[config.mk]
export PLATFORM = sky130hd
export DESIGN_NAME = icache_refill_controller
export DESIGN_NICKNAME = d
export VERILOG_FILES = /design/src/rtl/icache_refill_controller.sv
export SDC_FILE = /design/constraint.sdc
export NUM_CORES = 1
export LEC_CHECK = 0
export CAP_MARGIN = 15
export CORE_ASPECT_RATIO = 0.6
export CORE_MARGIN = 3
export CORE_UTILIZATION = 39
export CTS_CLUSTER_DIAMETER = 40
export DETAILED_ROUTE_END_ITERATION = 12
export PLACE_DENSITY = 0.86
export SETUP_SLACK_MARGIN = 0.02
export SLEW_MARGIN = 20
export SYNTH_ARGS = -nofsm -noshare
export SYNTH_HDL_FRONTEND = slang
export SYNTH_SLANG_ARGS = --single-unit
[constraint.sdc]
create_clock -name clk -period 1.9 [get_ports clk]
set_input_delay 0.285 -clock clk [delete_from_list [all_inputs] [get_ports clk]]
set_output_delay 0.285 -clock clk [all_outputs]
set_load 0.005 [all_outputs]
[src/rtl/icache_refill_controller.sv]
// Instruction-cache line refill sequencer: on a fetch miss, stall, request the line, fill it, replay the lookup.
// Latency: stall lasts 1 + L + 1 + 1 cycles for a memory latency of L cycles (L >= 1).
// Backpressure: the pipeline is held by stall; memory is held by mem_req until mem_ready or timeout.
// Ports: clk/rst (sync, active-high); fetch_valid/address/hit from fetch and cache;
//        mem_req/mem_addr/mem_ready/mem_data to main memory; fill_en/fill_addr/fill_data to cache;
//        stall to the pipeline; miss_count (saturating) and mem_err (sticky timeout flag).
module icache_refill_controller #(
  parameter int ADDR_W  = 32,
  parameter int LINE_W  = 128,
  parameter int TIMEOUT = 64,
  parameter int CNT_W   = 16
) (
  input  logic              clk,
  input  logic              rst,
  input  logic              fetch_valid,
  input  logic [ADDR_W-1:0] address,
  input  logic              hit,
  input  logic              mem_ready,
  input  logic [LINE_W-1:0] mem_data,
  output logic              stall,
  output logic              mem_req,
  output logic [ADDR_W-1:0] mem_addr,
  output logic              fill_en,
  output logic [ADDR_W-1:0] fill_addr,
  output logic [LINE_W-1:0] fill_data,
  output logic [CNT_W-1:0]  miss_count,
  output logic              mem_err
);

  localparam int TO_W = (TIMEOUT > 2) ? $clog2(TIMEOUT) : 1;
  localparam logic [TO_W-1:0] TO_MAX = TO_W'(TIMEOUT - 1);

  typedef enum logic [1:0] {
    IDLE   = 2'd0,
    MISS   = 2'd1,
    FILL   = 2'd2,
    REPLAY = 2'd3
  } state_t;

  state_t            r_state;
  state_t            w_next;
  logic [ADDR_W-1:0] r_addr;
  logic [LINE_W-1:0] r_data;
  logic [TO_W-1:0]   r_to_cnt;
  logic [CNT_W-1:0]  r_miss_cnt;
  logic              r_err;

  logic w_stall;
  logic w_req;
  logic w_fill;
  logic w_miss_start;
  logic w_got;
  logic w_timeout;

  always_ff @(posedge clk) begin
    if (rst) r_state <= IDLE;
    else     r_state <= w_next;
  end

  always_comb begin
    w_next       = r_state;
    w_stall      = 1'b0;
    w_req        = 1'b0;
    w_fill       = 1'b0;
    w_miss_start = 1'b0;
    w_got        = 1'b0;
    w_timeout    = 1'b0;
    case (r_state)
      IDLE: begin
        w_stall = fetch_valid & ~hit;
        if (fetch_valid && !hit) begin
          w_miss_start = 1'b1;
          w_next       = MISS;
        end
      end
      MISS: begin
        w_stall = 1'b1;
        w_req   = 1'b1;
        // A line arriving on the last allowed cycle still counts.
        if (mem_ready) begin
          w_got  = 1'b1;
          w_next = FILL;
        end else if (r_to_cnt == TO_MAX) begin
          w_timeout = 1'b1;
          w_next    = IDLE;
        end
      end
      FILL: begin
        w_stall = 1'b1;
        w_fill  = 1'b1;
        w_next  = REPLAY;
      end
      REPLAY: begin
        // Cache re-evaluates hit on the freshly written line this cycle.
        w_stall = 1'b1;
        w_next  = IDLE;
      end
      default: w_next = IDLE;
    endcase
  end

  always_ff @(posedge clk) begin
    if (rst) begin
      r_addr     <= '0;
      r_data     <= '0;
      r_to_cnt   <= '0;
      r_miss_cnt <= '0;
      r_err      <= 1'b0;
    end else begin
      if (w_miss_start) begin
        // Line-align by clearing the byte-within-line bits.
        r_addr   <= address & ~ADDR_W'(15);
        r_to_cnt <= '0;
      end else if (r_state == MISS) begin
        r_to_cnt <= r_to_cnt + TO_W'(1);
      end
      if (w_got) r_data <= mem_data;
      if (w_fill && (r_miss_cnt != {CNT_W{1'b1}})) r_miss_cnt <= r_miss_cnt + CNT_W'(1);
      if (w_timeout) r_err <= 1'b1;
    end
  end

  // The stall must drop while reset is held, even mid-refill.
  assign stall      = w_stall & ~rst;
  assign mem_req    = w_req;
  assign mem_addr   = r_addr;
  assign fill_en    = w_fill;
  assign fill_addr  = r_addr;
  assign fill_data  = r_data;
  assign miss_count = r_miss_cnt;
  assign mem_err    = r_err;

endmodule

# Word-level counts from Yosys, hierarchy flattened
# Cells that the tools add are included.
# word_totals
reg_bits	181
in_bits	165
# classes
add_sub_neg	2
eq_ne	7
n_mux	14
bitwise	4
reduce_logical	7
# op_table
operator	count
adder 16 x 1 -> 16 bit (second input constant)	1
inequality test 16 bit (second input constant)	1
2-to-1 mux 1 bit	9
one-hot mux 2 bit (4 select lines)	1
adder 6 x 1 -> 6 bit (second input constant)	1
== test 6 bit (second input constant)	1
2-to-1 mux 2 bit	3
== test 2 bit (second input constant)	2
inequality test 3 bit (second input constant)	1
OR reduction 3 bit	1
bitwise AND 1 bit	2
== test 2 x 1 -> 1 bit (second input constant)	1
logical AND 1 bit	2
logical NOT 2 bit	1
inequality test 2 bit (second input constant)	1
inverter 1 bit	2
one-hot mux 1 bit (2 select lines)	1
AND reduction 2 bit	1
OR reduction 2 bit	1
logical NOT 1 bit	1

# Depth between registers and ports, before layout
# depth
word_depth	5
ltp_mapped	7
mapped_depth_nobuf	5

# Least setup slack after synthesis
# No wires, ideal clock.
# synth_timing
path_kind	reg-to-reg
from	register r_miss_cnt[0], in the netlist miss_count[0]
to	register r_miss_cnt[12], in the netlist miss_count[12]
setup_time_ns	0.132
arrival_time_ns	1.401
path_slack_ns	0.367
stages_incl_launch_ff	6
path_buffers	0
path_cell_list	dfxtp_1 ha_1 nand3b_1 nor3_1 and4b_1 a211oi_2
# synth_between
elab_chain_len	2
elab_cells_between_ends	3
# synth_lines
element	line_no	source
start, declared	45	logic [CNT_W-1:0] r_miss_cnt;
start signal, assigned	118	if (w_fill && (r_miss_cnt != {CNT_W{1'b1}})) r_miss_cnt <= r_miss_cnt + CNT_W'(1);
branches (longest 2 deep; another with adder 16 x 1 -> 16 bit)	n/a	
# Parallel ways; which one is timed is not known.
# A chain may end at the register's enable or synchronous reset.

# Final worst setup path
# layout_timing
from	register r_miss_cnt[2], in the netlist miss_count[2]
to	output port miss_count[2]
# layout_rtl
element	line_no	source
end, declared	26	output logic [CNT_W-1:0] miss_count,
# No word-level cell between the ends.

==> summary.md <==
| Metric | Value |
|---|---|
| Run status | completed |
| Internal power | 6.51 mW |
| Routability cong. | 0.878 |
| RSZ-0062 raised after global routing | no |
| Worst path max stage delay | 0.57 ns |
| IO Pins | 377 |
| Total grt overflow | 0 |
| FF+latch count, synth | 181 |
| Largest net degree at the start of global routing | 104 |
| Final Max Tran Viols | 0 |
| Layout cells sized above 1 | 5.46% |
| Routed wire length | 22500 um |
| Via count | approximately 6800 |
| Synthesized area | 6980 um^2 |
| Fin. Hold Viols | 0 |
| Clk pin slew, worst setup/hold paths | 0.07 ns |
| Crit path max fanout | 8 |
| Seq pwr share | 46.3% |
| Router iterations before antenna repair | 6 |
| Critical Path End Type | output port |
| Routed len/inst | 15.8 um |
| IO buf count | around 360 |
| Top_reg_cell synth | dfxtp_1 |
| First-pass GRT wire length | 33300 um |
| Antenna violations before repair | 0 |
| Synth cell types | 45 |
| TritonCTS buffer count | 17 |
| Design area | 11200 um^2 |
| Placed cells | 1392 |
| Post-synthesis async set-or-reset flop share | 0% |
| CP max-delay cell | clkdlybuf4s50_1 |
| Sw Share | between 20% and 30% |
| Slew headroom | 65.7% |
| Vias per cell | 4.79 |
| Crit path time final | 1.77 ns |
| Residual DRC | 0 |
| Synth warn | 0 |
| Sequential fraction of the synthesis area | 51.9% |
| Max_cap viols | 0 |
| CTS max path bufs | 2 |
| Post-synth top cells | nand2_1, dfxtp_1, a21oi_1 |
| Crit Path Class | register to output port |
| Worst-path cell chain | clkdlybuf4s50_1 |
| HP Class | input port to register |
| Period utilization | a little over 90% |
| WP data required | around 1.6 ns |
| Initial DRC count | 446 |
| Post-synth top area share | 51.9% |
| Nets | 1345 |
| Gr usage total | 21.5% |
| Hold Slack | between 0.1 and 0.15 ns |
| Root Buffer | clkbuf_16 |
| Die Area | about 20000 um^2 |
| Synth-to-layout area growth | 60.1% |
| Clock power share | 41.0% |
| Crit path launch type | register |
| Pleak | 3.95 nW |
| Final cell count without fillers | 1426 |
| Fin Clk Skew | 0.00919 ns |
| CP bufs+invs | 1 |
| Max Freq | about 0.56 GHz |
| Setup violators final | 0 |
| Setup TNS | 0 ns |
| Clk Latency, worst-skew pair | 0.41 ns |
| Critical path arrival | 1.49 ns |
| Setup ws final | 0.126 ns |
| Overall power | between 8 and 9 mW |
| VDD IR max | 0.508 mV |
| Most common cell in the synthesized netlist | nand2_1 |
| CTS sink cnt | 181 |
| TritonCTS clock tree | yes |
| Core area | 17400 um^2 |
| Synth area leader | dfxtp_1 |
| Placed cell area | 10600 um^2 |
| Worst Max-Slew Pin Slew | 0.514 ns |
| Die W | roughly 180 um |
| H-tree Lvls | 4 |
| Util after Layout | 64.4% |
| Average cell area after synthesis | ~8 um^2 |
| Rows | 37 |
| Die height | approximately 110 um |
| Logic pwr share | 12.7% |
| Pwr dens | 772 nW/um^2 |
| Pre-CTS setup slack | 0.0556 ns |
| Post-DP HPWL | 16600 um |
| Initial Util | 40.2% |
| Reported net switching power | 2.13 mW |
| Post-Syn Instances | 861 |
| EDFF count, synth | 0 |
| Post-route ant nets | 0 |
| Synth area leaders | dfxtp_1, nand2_1, a21oi_1 |
| Number of global-route vias before repair | 6432 |
| CP delay by family, top | buffers and inverters |
-- flip-flops by register name, indices dropped and copies added, names as in the netlist, named ones only --
name,cells
miss_count,16
fill_data,128
fill_addr,28
mem_err,1
r_state,1
r_to_cnt,6
-- cells in the final DEF (no fill, tap or decap), drive strengths merged, types with 3 or more instances in the layout --
| cell | instances |
|---|---|
| clkdlybuf4s50 | 361 |
| nand2 | 321 |
| dfxtp | 181 |
| a21oi | 164 |
| nor2 | 23 |
| clkbuf | 18 |
| buf | 18 |
| inv | 11 |
| conb | 8 |
| nor2b | 7 |
| nand4 | 6 |
| nor3 | 6 |
| nand3 | 6 |
| nand2b | 5 |
| and3 | 5 |
| a211oi | 5 |
| xor2 | 4 |
| mux2 | 4 |
| clkinv | 4 |
| and2 | 3 |
| nor4 | 3 |
-- cell families (layout without fill, tap and decap cells) --
kind of cell,count (synthesis),count (layout),synth area share [%]
fa+ha+maj,2,2,0.358
xor+xnor,5,5,0.627
compound gates,180,180,13.6
other cells,1,9,0.0537
flops,181,181,51.9
simple gates,392,392,23.8
mux,6,6,0.932
buf+inv,94,417,8.76
-- routing by layer --
| metal | track usage (%) | share of wire [%] | vias up |
|---|---|---|---|
| li1 | - | - | 3407 |
| met1 | 24.9 | 38 | 3154 |
| met2 | 37.4 | 51 | 245 |
| met3 | 7.83 | 9.1 | 31 |
| met4 | 6.67 | 1.9 | 0 |
| met5 | 0 | 0 | - |
-- power by group through the flow --
| stage | Sequential [mW] | Clock [mW] | Combinational [mW] |
|---|---|---|---|
| after floorplan | 4.09 | 0 | 0.402 |
| after global placement | 4.08 | 0 | 1.08 |
| after detailed placement | 4.09 | 0 | 1.10 |
| after CTS | 4.00 | 3.62 | 1.11 |
| after global routing | 4.01 | 3.77 | 1.19 |
| final | 4.00 | 3.54 | 1.10 |
-- layout make-up --
type                       instances  area [um^2]
clock buffer                      18          439
antenna                            1         2.50
timing repair buffer             381         3860
multi-input combinational        593         2790
tap                              234          293
clock inverter                    14          160
inverter                           4         15.0
fill                            1458         6180
sequential                       181         3620
-- path summary, 6_finish.rpt --
kind / start / to / slack (ns) / cells after the start
max: miss_count[2] / miss_count[2] / 0.13 / 1
min: rst / miss_count[12] / 0.11 / 2
max reg2reg: miss_count[0] / miss_count[12] / 0.16 / 6
min reg2reg: fill_data[34] / fill_data[34] / 0.45 / 2
-- what timing repair did --
action | CTS | global route
hold buffers | 0 | 0
setup endpoints to repair | 3 | 1
buffers inserted | 0 | 1
gates resized for setup | 5 | 0
Power figures use the tool's default switching activity.
